$ cat src/rtl/gate_emulator_if.sv
// gate_emulator_if: tester-side bus of the 12-pin gate emulator.
// master = tester / gate finder side, slave = emulator.
interface gate_emulator_if #(
    parameter int DELAY_W = 4
);
    logic               enable;
    logic               cfg_valid;
    logic               cfg_ready;
    logic [2:0]         cfg_type;
    logic [DELAY_W-1:0] cfg_delay;
    logic [11:0]        pins_in;
    logic [11:0]        tester_dir;
    logic [11:0]        pins_out;
    logic [11:0]        pins_dir;
    logic               contention;
    logic               cfg_err;
    logic [7:0]         eval_cnt;
    logic [11:0]        fault_mask;
    logic               fault_val;

    modport master (
        output enable, cfg_valid, cfg_type, cfg_delay, pins_in, tester_dir,
               fault_mask, fault_val,
        input  cfg_ready, pins_out, pins_dir, contention, cfg_err, eval_cnt
    );

    modport slave (
        input  enable, cfg_valid, cfg_type, cfg_delay, pins_in, tester_dir,
               fault_mask, fault_val,
        output cfg_ready, pins_out, pins_dir, contention, cfg_err, eval_cnt
    );
endinterface

$ cat src/rtl/gate_emulator.sv
// gate_emulator: behavioural 12-pin logic-gate IC answering the gate finder.
// Decodes the configured gate type into pin directions, evaluates the gates
// with a programmable settle delay and flags pin contention.
// Optional build macro GATE_EMU_FAULT_EN: force emulator-driven pins in
// fault_mask to fault_val on top of the registered gate outputs.
module gate_emulator #(
    parameter int DELAY_W = 4
) (
    input  logic           clk,
    input  logic           rst,
    gate_emulator_if.slave bus
);
    typedef enum logic [1:0] {IDLE, SETTLE, STABLE} state_t;

    localparam logic [2:0] T_NOT  = 3'd1;
    localparam logic [2:0] T_AND  = 3'd2;
    localparam logic [2:0] T_OR   = 3'd3;
    localparam logic [2:0] T_NAND = 3'd4;
    localparam logic [2:0] T_NOR  = 3'd5;
    localparam logic [2:0] T_XOR  = 3'd6;
    localparam logic [2:0] T_RSVD = 3'd7;

    // Pins the emulator drives for a given gate type.
    function automatic logic [11:0] out_mask(input logic [2:0] t);
        case (t)
            T_NOT:                              return 12'hAAA;
            T_AND, T_OR, T_NAND, T_NOR, T_XOR:  return 12'h924;
            default:                            return 12'h000;
        endcase
    endfunction

    // Gate outputs for the given pin levels; only output pins can be 1.
    function automatic logic [11:0] gate_eval(input logic [2:0] t, input logic [11:0] p);
        logic [11:0] r;
        logic        a, b;
        r = '0;
        if (t == T_NOT) begin
            for (int k = 0; k < 6; k++) r[2*k+1] = ~p[2*k];
        end else begin
            for (int k = 0; k < 4; k++) begin
                a = p[3*k];
                b = p[3*k+1];
                case (t)
                    T_AND:   r[3*k+2] = a & b;
                    T_OR:    r[3*k+2] = a | b;
                    T_NAND:  r[3*k+2] = ~(a & b);
                    T_NOR:   r[3*k+2] = ~(a | b);
                    T_XOR:   r[3*k+2] = a ^ b;
                    default: r[3*k+2] = 1'b0;
                endcase
            end
        end
        return r;
    endfunction

    state_t             st;
    logic [2:0]         typ_q;
    logic [DELAY_W-1:0] dly_q;
    logic [DELAY_W-1:0] cnt_q;
    logic [11:0]        in_q;
    logic [11:0]        out_q;
    logic [11:0]        dir_q;
    logic               ready_q;
    logic               con_q;
    logic               err_q;
    logic [7:0]         ev_q;

    logic               accept;
    logic               chg;
    logic [11:0]        f_val;
    logic [DELAY_W-1:0] rld;

    assign accept = bus.cfg_valid & ready_q;
    assign chg    = |((bus.pins_in ^ in_q) & ~out_mask(typ_q));
    assign f_val  = gate_eval(typ_q, bus.pins_in);
    // An input change is already one cycle old when seen against in_q, so
    // the reload is one short to keep the change-to-output latency at delay+1.
    assign rld    = (dly_q == '0) ? '0 : dly_q - 1'b1;

    // Sample tester pin levels every cycle for change detection.
    always_ff @(posedge clk) begin
        if (rst) in_q <= '0;
        else     in_q <= bus.pins_in;
    end

    // Sticky contention flag, cleared only by reset or a new configuration.
    always_ff @(posedge clk) begin
        if (rst)                              con_q <= 1'b0;
        else if (accept)                      con_q <= 1'b0;
        else if (|(bus.tester_dir & dir_q))   con_q <= 1'b1;
    end

    // Main FSM: configuration handshake, settle counter and gate evaluation.
    always_ff @(posedge clk) begin
        if (rst) begin
            st      <= IDLE;
            typ_q   <= '0;
            dly_q   <= '0;
            cnt_q   <= '0;
            out_q   <= '0;
            dir_q   <= '0;
            ready_q <= 1'b1;
            err_q   <= 1'b0;
            ev_q    <= '0;
        end else if (accept) begin
            // A new configuration wins over any simultaneous input change.
            typ_q <= bus.cfg_type;
            dly_q <= bus.cfg_delay;
            out_q <= '0;
            err_q <= (bus.cfg_type == T_RSVD);
            ev_q  <= '0;
            if (bus.enable) begin
                st      <= SETTLE;
                cnt_q   <= bus.cfg_delay;
                dir_q   <= out_mask(bus.cfg_type);
                ready_q <= 1'b0;
            end else begin
                st      <= IDLE;
                dir_q   <= '0;
                ready_q <= 1'b1;
            end
        end else if (!bus.enable) begin
            st      <= IDLE;
            out_q   <= '0;
            dir_q   <= '0;
            ready_q <= 1'b1;
        end else begin
            case (st)
                IDLE: begin
                    st      <= SETTLE;
                    cnt_q   <= dly_q;
                    dir_q   <= out_mask(typ_q);
                    ready_q <= 1'b0;
                end
                SETTLE: begin
                    if (chg) begin
                        cnt_q <= rld;
                    end else if (cnt_q == '0) begin
                        out_q   <= f_val;
                        ev_q    <= (ev_q == 8'hFF) ? ev_q : ev_q + 8'd1;
                        st      <= STABLE;
                        ready_q <= 1'b1;
                    end else begin
                        cnt_q <= cnt_q - 1'b1;
                    end
                end
                STABLE: begin
                    if (chg) begin
                        if (dly_q == '0) begin
                            out_q <= f_val;
                            ev_q  <= (ev_q == 8'hFF) ? ev_q : ev_q + 8'd1;
                        end else begin
                            st      <= SETTLE;
                            cnt_q   <= rld;
                            ready_q <= 1'b0;
                        end
                    end
                end
                default: begin
                    st      <= IDLE;
                    out_q   <= '0;
                    dir_q   <= '0;
                    ready_q <= 1'b1;
                end
            endcase
        end
    end

    assign bus.cfg_ready  = ready_q;
    assign bus.pins_dir   = dir_q;
    assign bus.contention = con_q;
    assign bus.cfg_err    = err_q;
    assign bus.eval_cnt   = ev_q;

`ifdef GATE_EMU_FAULT_EN
    // Forced level overrides only pins the emulator is actually driving.
    logic [11:0] force_m;
    assign force_m      = bus.fault_mask & dir_q;
    assign bus.pins_out = (out_q & ~force_m) | ({12{bus.fault_val}} & force_m);
`else
    logic unused_fault;
    assign unused_fault = ^{bus.fault_mask, bus.fault_val};
    assign bus.pins_out = out_q;
`endif
endmodule

$ cat src/flat_wrapper.sv
// flat-port wrapper written by rule: the top's interface ports become plain ports
module gate_emulator_flat 
#(
    parameter int DELAY_W = 4
)
  (clk, rst, bus_enable, bus_cfg_valid, bus_cfg_type, bus_cfg_delay, bus_pins_in, bus_tester_dir, bus_fault_mask, bus_fault_val, bus_cfg_ready, bus_pins_out, bus_pins_dir, bus_contention, bus_cfg_err, bus_eval_cnt);
  gate_emulator_if #(.DELAY_W(DELAY_W)) bus_i ();
  input  logic clk;
  input  logic rst;
  input wire logic [$bits(bus_i.enable)-1:0] bus_enable;
  input wire logic [$bits(bus_i.cfg_valid)-1:0] bus_cfg_valid;
  input wire logic [$bits(bus_i.cfg_type)-1:0] bus_cfg_type;
  input wire logic [$bits(bus_i.cfg_delay)-1:0] bus_cfg_delay;
  input wire logic [$bits(bus_i.pins_in)-1:0] bus_pins_in;
  input wire logic [$bits(bus_i.tester_dir)-1:0] bus_tester_dir;
  input wire logic [$bits(bus_i.fault_mask)-1:0] bus_fault_mask;
  input wire logic [$bits(bus_i.fault_val)-1:0] bus_fault_val;
  output wire logic [$bits(bus_i.cfg_ready)-1:0] bus_cfg_ready;
  output wire logic [$bits(bus_i.pins_out)-1:0] bus_pins_out;
  output wire logic [$bits(bus_i.pins_dir)-1:0] bus_pins_dir;
  output wire logic [$bits(bus_i.contention)-1:0] bus_contention;
  output wire logic [$bits(bus_i.cfg_err)-1:0] bus_cfg_err;
  output wire logic [$bits(bus_i.eval_cnt)-1:0] bus_eval_cnt;
  assign bus_i.enable = bus_enable;
  assign bus_i.cfg_valid = bus_cfg_valid;
  assign bus_i.cfg_type = bus_cfg_type;
  assign bus_i.cfg_delay = bus_cfg_delay;
  assign bus_i.pins_in = bus_pins_in;
  assign bus_i.tester_dir = bus_tester_dir;
  assign bus_i.fault_mask = bus_fault_mask;
  assign bus_i.fault_val = bus_fault_val;
  assign bus_cfg_ready = bus_i.cfg_ready;
  assign bus_pins_out = bus_i.pins_out;
  assign bus_pins_dir = bus_i.pins_dir;
  assign bus_contention = bus_i.contention;
  assign bus_cfg_err = bus_i.cfg_err;
  assign bus_eval_cnt = bus_i.eval_cnt;
  gate_emulator #(.DELAY_W(DELAY_W)) u_core (.clk(clk), .rst(rst), .bus(bus_i));
endmodule
$ cat config.mk
export PLATFORM = sky130hd
export DESIGN_NAME = gate_emulator_flat
export DESIGN_NICKNAME = d
export VERILOG_FILES = /design/src/rtl/gate_emulator_if.sv /design/src/rtl/gate_emulator.sv /design/src/flat_wrapper.sv
export SDC_FILE = /design/constraint.sdc
export NUM_CORES = 1
export LEC_CHECK = 0
export CAP_MARGIN = 20
export CORE_UTILIZATION = 53
export CTS_CLUSTER_DIAMETER = 60
export DETAILED_ROUTE_END_ITERATION = 16
export GPL_TIMING_DRIVEN = 0
export PLACE_DENSITY = 0.86
export RECOVER_POWER = 100
export SLEW_MARGIN = 20
export SYNTH_ARGS = -nofsm -noshare
export SYNTH_HDL_FRONTEND = slang
export SYNTH_SLANG_ARGS = --single-unit
$ cat constraint.sdc
create_clock -name clk -period 5.8 [get_ports clk]
set_clock_uncertainty 0.2 [all_clocks]
set_input_delay 1.16 -clock clk [delete_from_list [all_inputs] [get_ports clk]]
set_output_delay 1.16 -clock clk [all_outputs]
set_load 0.02 [all_outputs]
==> Word level (Yosys, flattened, before mapping) <==
Cells that the tools add are included.
{ "op_classes": {"add_sub_neg": 3, "div_mod_pow": 0, "bitwise": 33, "n_shift": 0, "eq_ne": 28, "order_cmp": 0, "mul": 0, "reduce_logical": 16, "muxes": 54} }
{ "op_table": {"columns": ["cell", "n"], "rows": [
  ["two-way mux 12 bit", 7],
  ["one-hot mux 12 bit (2 select lines)", 3],
  ["two-way mux 8 bit", 5],
  ["one-hot mux 12 bit (3 select lines)", 1],
  ["two-way mux 4 bit", 8],
  ["AND 12 bit", 2],
  ["OR reduction 12 bit", 2],
  ["== test 3 bit (second input constant)", 7],
  ["one-hot mux 1 bit (5 select lines)", 4],
  ["two-way mux 1 bit", 16],
  ["NOT 1 bit", 16],
  ["one-hot mux 8 bit (2 select lines)", 1],
  ["== test 3 x 2 -> 1 bit (second input constant)", 4],
  ["two-way mux 2 bit", 6],
  ["!= test 4 x 2 -> 1 bit (second input constant)", 3],
  ["NOT 12 bit", 1],
  ["one-hot mux 4 bit (3 select lines)", 1],
  ["bitwise XOR 12 bit", 1],
  ["AND reduction 5 bit", 2],
  ["OR reduction 5 bit", 2],
  ["adder 8 x 1 -> 8 bit (second input constant)", 1],
  ["== test 8 bit (second input constant)", 1],
  ["zero test 4 bit", 2],
  ["!= test 4 x 3 -> 1 bit (second input constant)", 2],
  ["20 further kinds", 36]
]} }
{ "totals": {"mem_bits_ro": 0, "register_bits": 60, "out_inout_bits": 35, "ram_bits": 0, "latch_bits": 0, "n_memories": 0} }

==> Longest topological paths before layout <==
Gate-level depths: netlist of run 1.
{ "depth": {"ltp_word": 10, "mapped_depth": 9} }

==> Worst setup path before layout of run 1 <==
No wires, ideal clock.
{ "synth_timing": {"kind": "in2reg", "startpoint": "input bus_pins_in[10]", "endpoint": "register u_core.out_q[2] (netlist: u_core.bus.pins_out[2])", "t_required_ns": 5.477, "n_path_buf": 1, "arrival_ns": 2.540, "path_slack_ns": 2.937, "path_stages": 7, "path_cell_list": "xor2_1 nor4_2 nand3_2 o22a_1 a21o_1 buf_4 mux2i_1"} }
{ "synth_between": {"elab_chain_cells": 5} }
{ "synth_rtl": {"columns": ["item", "line_no", "text"], "rows": [
  ["start, declared", "flat_wrapper.sv:14", "input wire logic [$bits(bus_i.pins_in)-1:0] bus_pins_in;"],
  ["bitwise XOR 12 bit *", "gate_emulator.sv:74", "assign chg = |((bus.pins_in ^ in_q) & ~out_mask(typ_q));"],
  ["AND 12 bit *", "gate_emulator.sv:74", null],
  ["OR reduction 12 bit *", "gate_emulator.sv:74", null],
  ["!= test 2 x 1 -> 1 bit (no source line) or != test 2 bit (tied branches)", null, null],
  ["AND reduction 5 bit (no source line) *", null, null],
  ["end signal, assigned", "gate_emulator.sv:139", "out_q <= f_val;"],
  ["end signal, assigned", "gate_emulator.sv:150", "out_q <= f_val;"],
  ["end, declared", "gate_emulator.sv:61", "logic [11:0] out_q;"]
]} }
Mark *: on every way between the ends. The rest lies on a longest branch, timed or not.
A chain may end at the register's enable or synchronous reset.

==> Final worst setup path of run 1 <==
{ "layout_timing": {"startpoint": "input bus_pins_in[10]", "endpoint": "register u_core.ev_q[2] (netlist: u_core.bus.eval_cnt[2])"} }
{ "layout_between": {"elab_chain_cells": 5} }
{ "layout_rtl": {"columns": ["item", "line_no", "text"], "rows": [
  ["bitwise XOR 12 bit *", "gate_emulator.sv:74", null],
  ["AND 12 bit *", "gate_emulator.sv:74", null],
  ["OR reduction 12 bit *", "gate_emulator.sv:74", null],
  ["!= test 2 x 1 -> 1 bit (no source line) or != test 2 bit (tied branches)", null, null],
  ["AND reduction 6 bit (no source line) *", null, null],
  ["end signal, assigned", "gate_emulator.sv:140", "ev_q <= (ev_q == 8'hFF) ? ev_q : ev_q + 8'd1;"],
  ["end signal, assigned", "gate_emulator.sv:151", "ev_q <= (ev_q == 8'hFF) ? ev_q : ev_q + 8'd1;"],
  ["end, declared", "gate_emulator.sv:66", "logic [7:0] ev_q;"]
]} }
Marks and branches as above.

==> metrics.md, run 1 <==
| Metric | Value |
|---|---|
| Routed Antenna Nets | `0` |
| Pwr/cell area | `194.8 nW/um2` |
| Sw frac | `31.39%` |
| CTS root buffer | `clkbuf_8` |
| CP max stage delay | `1.00 ns` |
| Post-Route Setup TNS | `0 ns` |
| Share of layout cells above drive strength 1 | `7.860%` |
| Ys async rst share | `0%` |
| H-tree depth | `2` |
| Total number of vias | `2997` |
| Flop pwr share | `46.2%` |
| Most common cell after layout, fill and taps aside | `dfxtp_1` |
| Avg WL per Cell | `14.08 um` |
| Yosys reg bits | `47` |
| Clock transition at path regs | `0.09 ns` |
| Max-Cap Viols | `0` |
| Crit-path cells | `dlygate4sd3_1 -> xor2_1 -> nor4_1 -> nand3_1 -> o21ai_0 -> a21boi_0 -> mux2i_1` |
| Fmax | `0.2379 GHz` |
| Final WL | `7.460 mm` |
| Most frequent cells in the layout | `dfxtp_1 (47), nand2_1 (38), nor2_1 (34), dlygate4sd3_1 (30), a21oi_1 (28)` |
| Yosys warning total | `0` |
| Register area share after synthesis | `30.36%` |
| CTS Hold Bufs | `0` |
| Status | `completed` |
| Final instance area | `3852 um2` |
| Post-Syn Instances | `387` |
| Layout area overhead | `24.30%` |
| WP data required | `5.80 ns` |
| Clock group share of total power | `28.1%` |
| Worst Path Buf+Inv | `1` |
| DRC Markers | `0` |
| CP arrival | `4.20 ns` |
| Initial Util | `55.60%` |
| Net Switching | `0.2356 mW` |
| Slew HR | `23.24%` |
| Top delay family on crit path | `compound AO/OA/AOI/OAI gates` |
| Vias per cell | `5.655` |
| Combinational group share of total power | `25.7%` |
| CTS buffer count | `5` |
| Pre-antenna DRT Iters | `5` |
| Hpwl dp | `5.627 mm` |
| Pins Over Slew Limit | `0` |
| Vias in the first global route | `2697` |
| Slew @ Worst Pin | `1.139 ns` |
| Peak VDD IR | `0.0001698 V` |
| Worst-Skew Late Latency | `0.31 ns` |
| Core Area | `5574 um2` |
| Largest net degree at the start of global routing | `15` |
| Final setup viols | `0` |
| Critical path fanouts, max | `10` |
| Die area | `6158 um2` |
| I/O Buffers | `56` |
| NumNets Final | `522` |
| Total grt overflow | `0` |
| Fin. Hold Viols | `0` |
| LEAKAGE | `1.597 nW` |
| Initial drt markers | `226` |
| GP Congestion | `0.9194` |
| # diodes | `0` |
| Netlist cell types | `59` |
| Gr usage total | `25.41%` |
| Post-route minimum period | `4.203 ns` |
| Die X | `78.47 um` |
| Max clock buf depth | `2` |
| CP max stage cell | `o21ai_0` |
| Rows | `27` |
| Internal power | `0.5150 mW` |
| Startpoint Class | `input port` |
| RSZ-0062 raised after global routing | `false` |
| Crit path capture type | `flip-flop` |
| Syn avg cell area | `8.008 um2` |
| Number of gates resized after cts | `0` |
| Antenna violations before repair | `0` |
| Clk sinks | `47` |
| First-pass GRT wire length | `12.53 mm` |
| Ports | `83` |
| Post-synthesis instance area | `3099 um2` |
| Postcts setup bufs | `0` |
| Tightest Hold Check Type | `flip-flop to flip-flop` |
| Die H | `78.47 um` |
| Post-synth EDFFs | `0` |
| Top FF cell, synth | `dfxtp_1` |
| CTS tree | `built` |
| Final period util | `72.47%` |
| Placed Area | `3776 um2` |
| Crit path kind | `input port to flip-flop` |
==> final timing paths <==
kind / from / endpoint / slack, ns / depth (start not counted)
hold reg to reg: u_core.bus.pins_out[8] / u_core.bus.pins_out[8] / 0.26 / 2
setup reg to reg: u_core.in_q[10] / u_core.bus.eval_cnt[2] / 2.81 / 6
setup / recovery: bus_pins_in[10] / u_core.bus.eval_cnt[2] / 1.60 / 7
hold / removal: u_core.bus.pins_out[8] / u_core.bus.pins_out[8] / 0.26 / 2
==> sequential cells by signal, summed over array words and instances, names as in the netlist <==
| register | count |
|---|---|
| u_core.cnt_q | 4 |
| u_core.bus.pins_out | 8 |
| u_core.bus.cfg_ready | 1 |
| u_core.in_q | 12 |
| u_core.bus.pins_dir | 3 |
| u_core.bus.cfg_err | 1 |
| u_core.st | 2 |
| u_core.typ_q | 3 |
| u_core.bus.eval_cnt | 8 |
| u_core.bus.contention | 1 |
| u_core.dly_q | 4 |
==> stage by stage <==
step / utilization [%] / instances / setup slack (ns) / hold slack [ns] / power [mW]
after global routing: 69.11 / 530 / 1.372 / 0.2859 / 0.7875
after global placement: 67.74 / 522 / 2.179 / 0.2473 / 0.5412
after floorplan: - / 394 / 2.937 / 0.2596 / 0.4831
after CTS: 69.45 / 530 / 2.457 / 0.2707 / 0.7535
final: 69.11 / 530 / 1.597 / 0.2638 / 0.7506
after detailed placement: 67.74 / 522 / 2.137 / 0.2575 / 0.5460
==> power by group through the flow <==
| stage | Clock, mW | Combinational, mW | Sequential, mW |
|---|---|---|---|
| after floorplan | 0 | 0.129 | 0.354 |
| after global placement | 0 | 0.188 | 0.353 |
| after detailed placement | 0 | 0.192 | 0.354 |
| after CTS | 0.214 | 0.193 | 0.346 |
| after global routing | 0.227 | 0.212 | 0.348 |
| final | 0.211 | 0.193 | 0.347 |
==> worst min-delay path, cell delays in order, from the launching register on <==
cell and delay [ns]:
dfxtp_1 0.32, nand2_1 0.05, mux2i_1 0.05
==> Yosys cell counts (all sizes together) (4+ instances only) <==
| cell | count | share of area (%) |
|---|---|---|
| dfxtp | 47 | 30 |
| nand2 | 38 | 4.6 |
| nor2 | 34 | 4.1 |
| a21oi | 28 | 4.5 |
| inv | 22 | 2.7 |
| nand3 | 20 | 3.6 |
| o21ai | 19 | 3.3 |
| buf | 18 | 4.6 |
| ha | 17 | 6.9 |
| mux2i | 17 | 5.5 |
| clkbuf | 16 | 1.9 |
| xor2 | 9 | 2.5 |
| nor3 | 8 | 1.3 |
| or3 | 7 | 1.4 |
| nor2b | 6 | 1.2 |
| o2111ai | 6 | 1.7 |
| o31ai | 6 | 1.5 |
| xnor2 | 5 | 1.4 |
| and2 | 4 | 0.81 |
| nand2b | 4 | 0.81 |
| nor4 | 4 | 1.5 |
| or2 | 4 | 0.81 |
==> cell families (layout without fill, tap and decap cells) <==
family | Yosys count | after routing | share of synthesized area [%]
flip-flops | 47 | 47 | 30.36
XOR/XNOR | 14 | 14 | 3.956
other | 1 | 8 | 0.1210
AO/OA/AOI/OAI | 95 | 95 | 20.63
multiplexers | 19 | 19 | 6.217
buffers and inverters | 56 | 120 | 9.205
adder cells (fa/ha/maj) | 17 | 17 | 6.863
AND/OR/NAND/NOR | 138 | 138 | 22.65
==> per-layer routing <==
| metal | track usage (%) | vias to the layer above | share of wire [%] |
|---|---|---|---|
| met4 | 8.333 | 0 | 1.7 |
| met2 | 40.96 | 150 | 45 |
| met1 | 34.29 | 1351 | 45 |
| li1 | - | 1480 | - |
| met3 | 4.302 | 16 | 8.2 |
| met5 | 0 | - | 0 |
==> final cells by class <==
| cell class | count | area (um2) |
|---|---|---|
| Multi-Input combinational cell | 291 | 1884 |
| Fill cell | 474 | 1722 |
| Sequential cell | 47 | 940.9 |
| Timing Repair Buffer | 56 | 560.5 |
| Buffer | 34 | 198.9 |
| Tap cell | 72 | 90.09 |
| Clock buffer | 7 | 86.33 |
| Inverter | 22 | 82.58 |
| Clock inverter | 1 | 8.758 |
No activity file was read; power rests on OpenSTA's default activity.
==> run 2, diff against run 1 <==
--- a/config.mk
+++ b/config.mk
@@ -6,11 +6,11 @@
 export NUM_CORES = 1
 export LEC_CHECK = 0
 export CAP_MARGIN = 20
-export CORE_UTILIZATION = 53
+export CORE_UTILIZATION = 49
 export CTS_CLUSTER_DIAMETER = 60
 export DETAILED_ROUTE_END_ITERATION = 16
 export GPL_TIMING_DRIVEN = 0
-export PLACE_DENSITY = 0.86
+export PLACE_DENSITY = 0.81
 export RECOVER_POWER = 100
 export SLEW_MARGIN = 20
 export SYNTH_ARGS = -nofsm -noshare
==> constraint.sdc (replaced) <==
create_clock -name clk -period 4.3 [get_ports clk]
set_clock_uncertainty 0.2 [all_clocks]
set_input_delay 0.86 -clock clk [delete_from_list [all_inputs] [get_ports clk]]
set_output_delay 0.86 -clock clk [all_outputs]
set_load 0.02 [all_outputs]
==> run 2 against run 1 <==
Effect of this change: non-clock buffer count unchanged; worst hold slack about the same; via count increased by 0.63%; highest routed layer unchanged.
==> metrics.md, run 2 (synthesis results as in run 1) <==
| Metric | Value |
|---|---|
| Final instance area | `3872 um2 (was 3852 um2)` |
| Max clock buf depth | `2 (unchanged)` |
| Most frequent cells in the layout | `dfxtp_1 (47), nand2_1 (38), nor2_1 (34), dlygate4sd3_1 (30), a21oi_1 (28) (unchanged)` |
| DRC Markers | `0 (unchanged)` |
| Die H | `81.53 um (was 78.47 um)` |
| WP data required | `4.30 ns (was 5.80 ns)` |
| CTS buffer count | `5 (unchanged)` |
| RSZ-0062 raised after global routing | `false (unchanged)` |
| Final setup viols | `0 (unchanged)` |
| GP Congestion | `0.9023 (was 0.9194)` |
| Status | `completed (unchanged)` |
| Worst setup margin | `0.9660 ns (was 1.597 ns)` |
| Peak VDD IR | `0.0001734 V (was 0.0001698 V)` |
| Placed Area | `3780 um2 (was 3776 um2)` |
| CTS tree | `built (unchanged)` |
| Die area | `6647 um2 (was 6158 um2)` |
| Routed Antenna Nets | `0 (unchanged)` |
| Pins Over Slew Limit | `0 (unchanged)` |
| LEAKAGE | `1.602 nW (was 1.597 nW)` |
| Largest reg by FF count | `u_core.in_q (unchanged)` |
| Rows | `28 (was 27)` |
| Non-filler cells, final | `533 (was 530)` |
| Layout area overhead | `24.95% (was 24.30%)` |
| I/O Buffers | `56 (unchanged)` |
| Fin. Hold Viols | `0 (unchanged)` |
| Antenna violations before repair | `0 (unchanged)` |
| Crit path capture type | `flip-flop (unchanged)` |
| Critical path fanouts, max | `10 (unchanged)` |
| Startpoint Class | `input port (unchanged)` |
| Fmax | `0.2999 GHz` |
| Vias in the first global route | `2621 (was 2697)` |
| NumNets Final | `522 (unchanged)` |
| Avg WL per Cell | `14.52 um (was 14.08 um)` |
| Ports | `83 (unchanged)` |
| CTS Hold Bufs | `0 (unchanged)` |
| Post-Route Setup TNS | `0 ns (unchanged)` |
| Slew HR | `63.19% (was 23.24%)` |
| Most common cell after layout, fill and taps aside | `dfxtp_1 (unchanged)` |
| Total number of vias | `3016 (was 2997)` |
| Initial Util | `51.43% (was 55.60%)` |
| First-pass GRT wire length | `12.19 mm (was 12.53 mm)` |
| CP arrival | `3.33 ns (was 4.20 ns)` |
| Clock transition at path regs | `0.09 ns (about the same)` |
| Max-Cap Viols | `0 (unchanged)` |
| Gr usage total | `23.91% (was 25.41%)` |
| Largest net degree at the start of global routing | `15 (unchanged)` |
| Initial drt markers | `242 (was 226)` |
| Worst-Skew Late Latency | `0.31 ns (about the same)` |
| Total grt overflow | `0 (unchanged)` |
| Hpwl dp | `5.819 mm (was 5.627 mm)` |
| Clk sinks | `47 (unchanged)` |
| Pre-antenna DRT Iters | `4 (was 5)` |
| Slew @ Worst Pin | `0.5502 ns (was 1.139 ns)` |
| H-tree depth | `2 (unchanged)` |
| Number of fill cells | `535 (was 474)` |
| Share of layout cells above drive strength 1 | `8.515% (was 7.860%)` |
| Multi-input gate area | `1888 um2 (was 1884 um2)` |
| Vias per cell | `5.659 (was 5.655)` |
| Number of gates resized after cts | `0 (unchanged)` |
| Die X | `81.53 um (was 78.47 um)` |
| Crit path kind | `input port to flip-flop (unchanged)` |
| Register Area | `940.9 um2 (unchanged)` |
| Postcts setup bufs | `0 (unchanged)` |
| # diodes | `0 (unchanged)` |
| Total power | `1.030 mW (was 0.7506 mW)` |
| Final WL | `7.740 mm (was 7.460 mm)` |
| Core Area | `6026 um2 (was 5574 um2)` |
| Post-route minimum period | `3.334 ns` |
| DP Worst Slack | `0.9217 ns (was 2.137 ns)` |
| Max reg flops | `12 (unchanged)` |
| Number of cells after detailed placement | `525 (was 522)` |
| Tightest Hold Check Type | `flip-flop to flip-flop (unchanged)` |
| Pwr/cell area | `266.0 nW/um2 (was 194.8 nW/um2)` |
| Final period util | `77.53%` |
| CTS root buffer | `clkbuf_8 (unchanged)` |
-- run 2: cell count changes in the layout (fill, tap and decap cells not counted) --
cell | previous run | this run
and2_0 | 0 | 1
and2_1 | 4 | 3
buf_4 | 15 | 16
clkbuf_1 | 18 | 16
clkbuf_8 | 6 | 7
clkinv_4 | 1 | 0
clkinvlp_4 | 0 | 1
o21ai_0 | 17 | 16
o21ai_2 | 1 | 2
-- run 2: final cells by class --
cell class                      count  share of cell area (%)
Tap cell                           75                   2.423
Timing Repair Buffer               56                   14.47
Multi-Input combinational cell    291                   48.76
Inverter                           22                   2.132
Buffer                             34                   5.234
Clock buffer                        7                   2.488
Clock inverter                      1                  0.1939
Sequential cell                    47                   24.30
-- run 2: per-layer routing --
| metal | global-route usage, % | vias up | part of all wire [%] | routed length (um) |
|---|---|---|---|---|
| met5 | 0 | - | 0 | 0 |
| met4 | 9.286 | 0 | 1.4 | 110 |
| met1 | 32.20 | 1408 | 46 | 3555 |
| met3 | 3.778 | 9 | 6.3 | 491 |
| met2 | 38.08 | 112 | 46 | 3582 |
| li1 | - | 1487 | - | - |
-- run 2: per-stage QoR --
step / hold slack, ns / utilization (%)
global placement: 0.2479 / 62.73
global route: 0.2922 / 64.27
CTS: 0.2701 / 64.45
finish: 0.2635 / 64.27
floorplan: 0.2596 / -
detailed placement: 0.2576 / 62.73
-- run 2: worst paths after layout --
| kind | slack, ns | cells after the start | end | from |
|---|---|---|---|---|
| min | 0.26 | 2 | u_core.bus.pins_out[3] | u_core.bus.pins_out[3] |
| max reg2reg | 1.75 | 9 | u_core.bus.eval_cnt[2] | u_core.st[1] |
| max | 0.97 | 8 | u_core.bus.pins_out[9] | bus_pins_in[10] |
| min reg2reg | 0.26 | 2 | u_core.bus.pins_out[3] | u_core.bus.pins_out[3] |
-- run 2: critical path, cell delays in order --
cell           delay (ns)
dlygate4sd3_1        0.61
xor2_1               0.19
nor4_1               0.39
nand3_1              0.40
o22a_1               0.36
a21o_1               0.21
buf_4                0.18
mux2i_1              0.13
-- run 2: where the power goes --
| group | leakage (nW) | switching, mW | internal [mW] | total (mW) |
|---|---|---|---|---|
| Sequential | 0.385 | 0.0152 | 0.452 | 0.467 |
| Clock | 0.0505 | 0.155 | 0.146 | 0.301 |
| Combinational | 1.17 | 0.150 | 0.111 | 0.261 |
| Total | 1.60 | 0.321 | 0.710 | 1.03 |
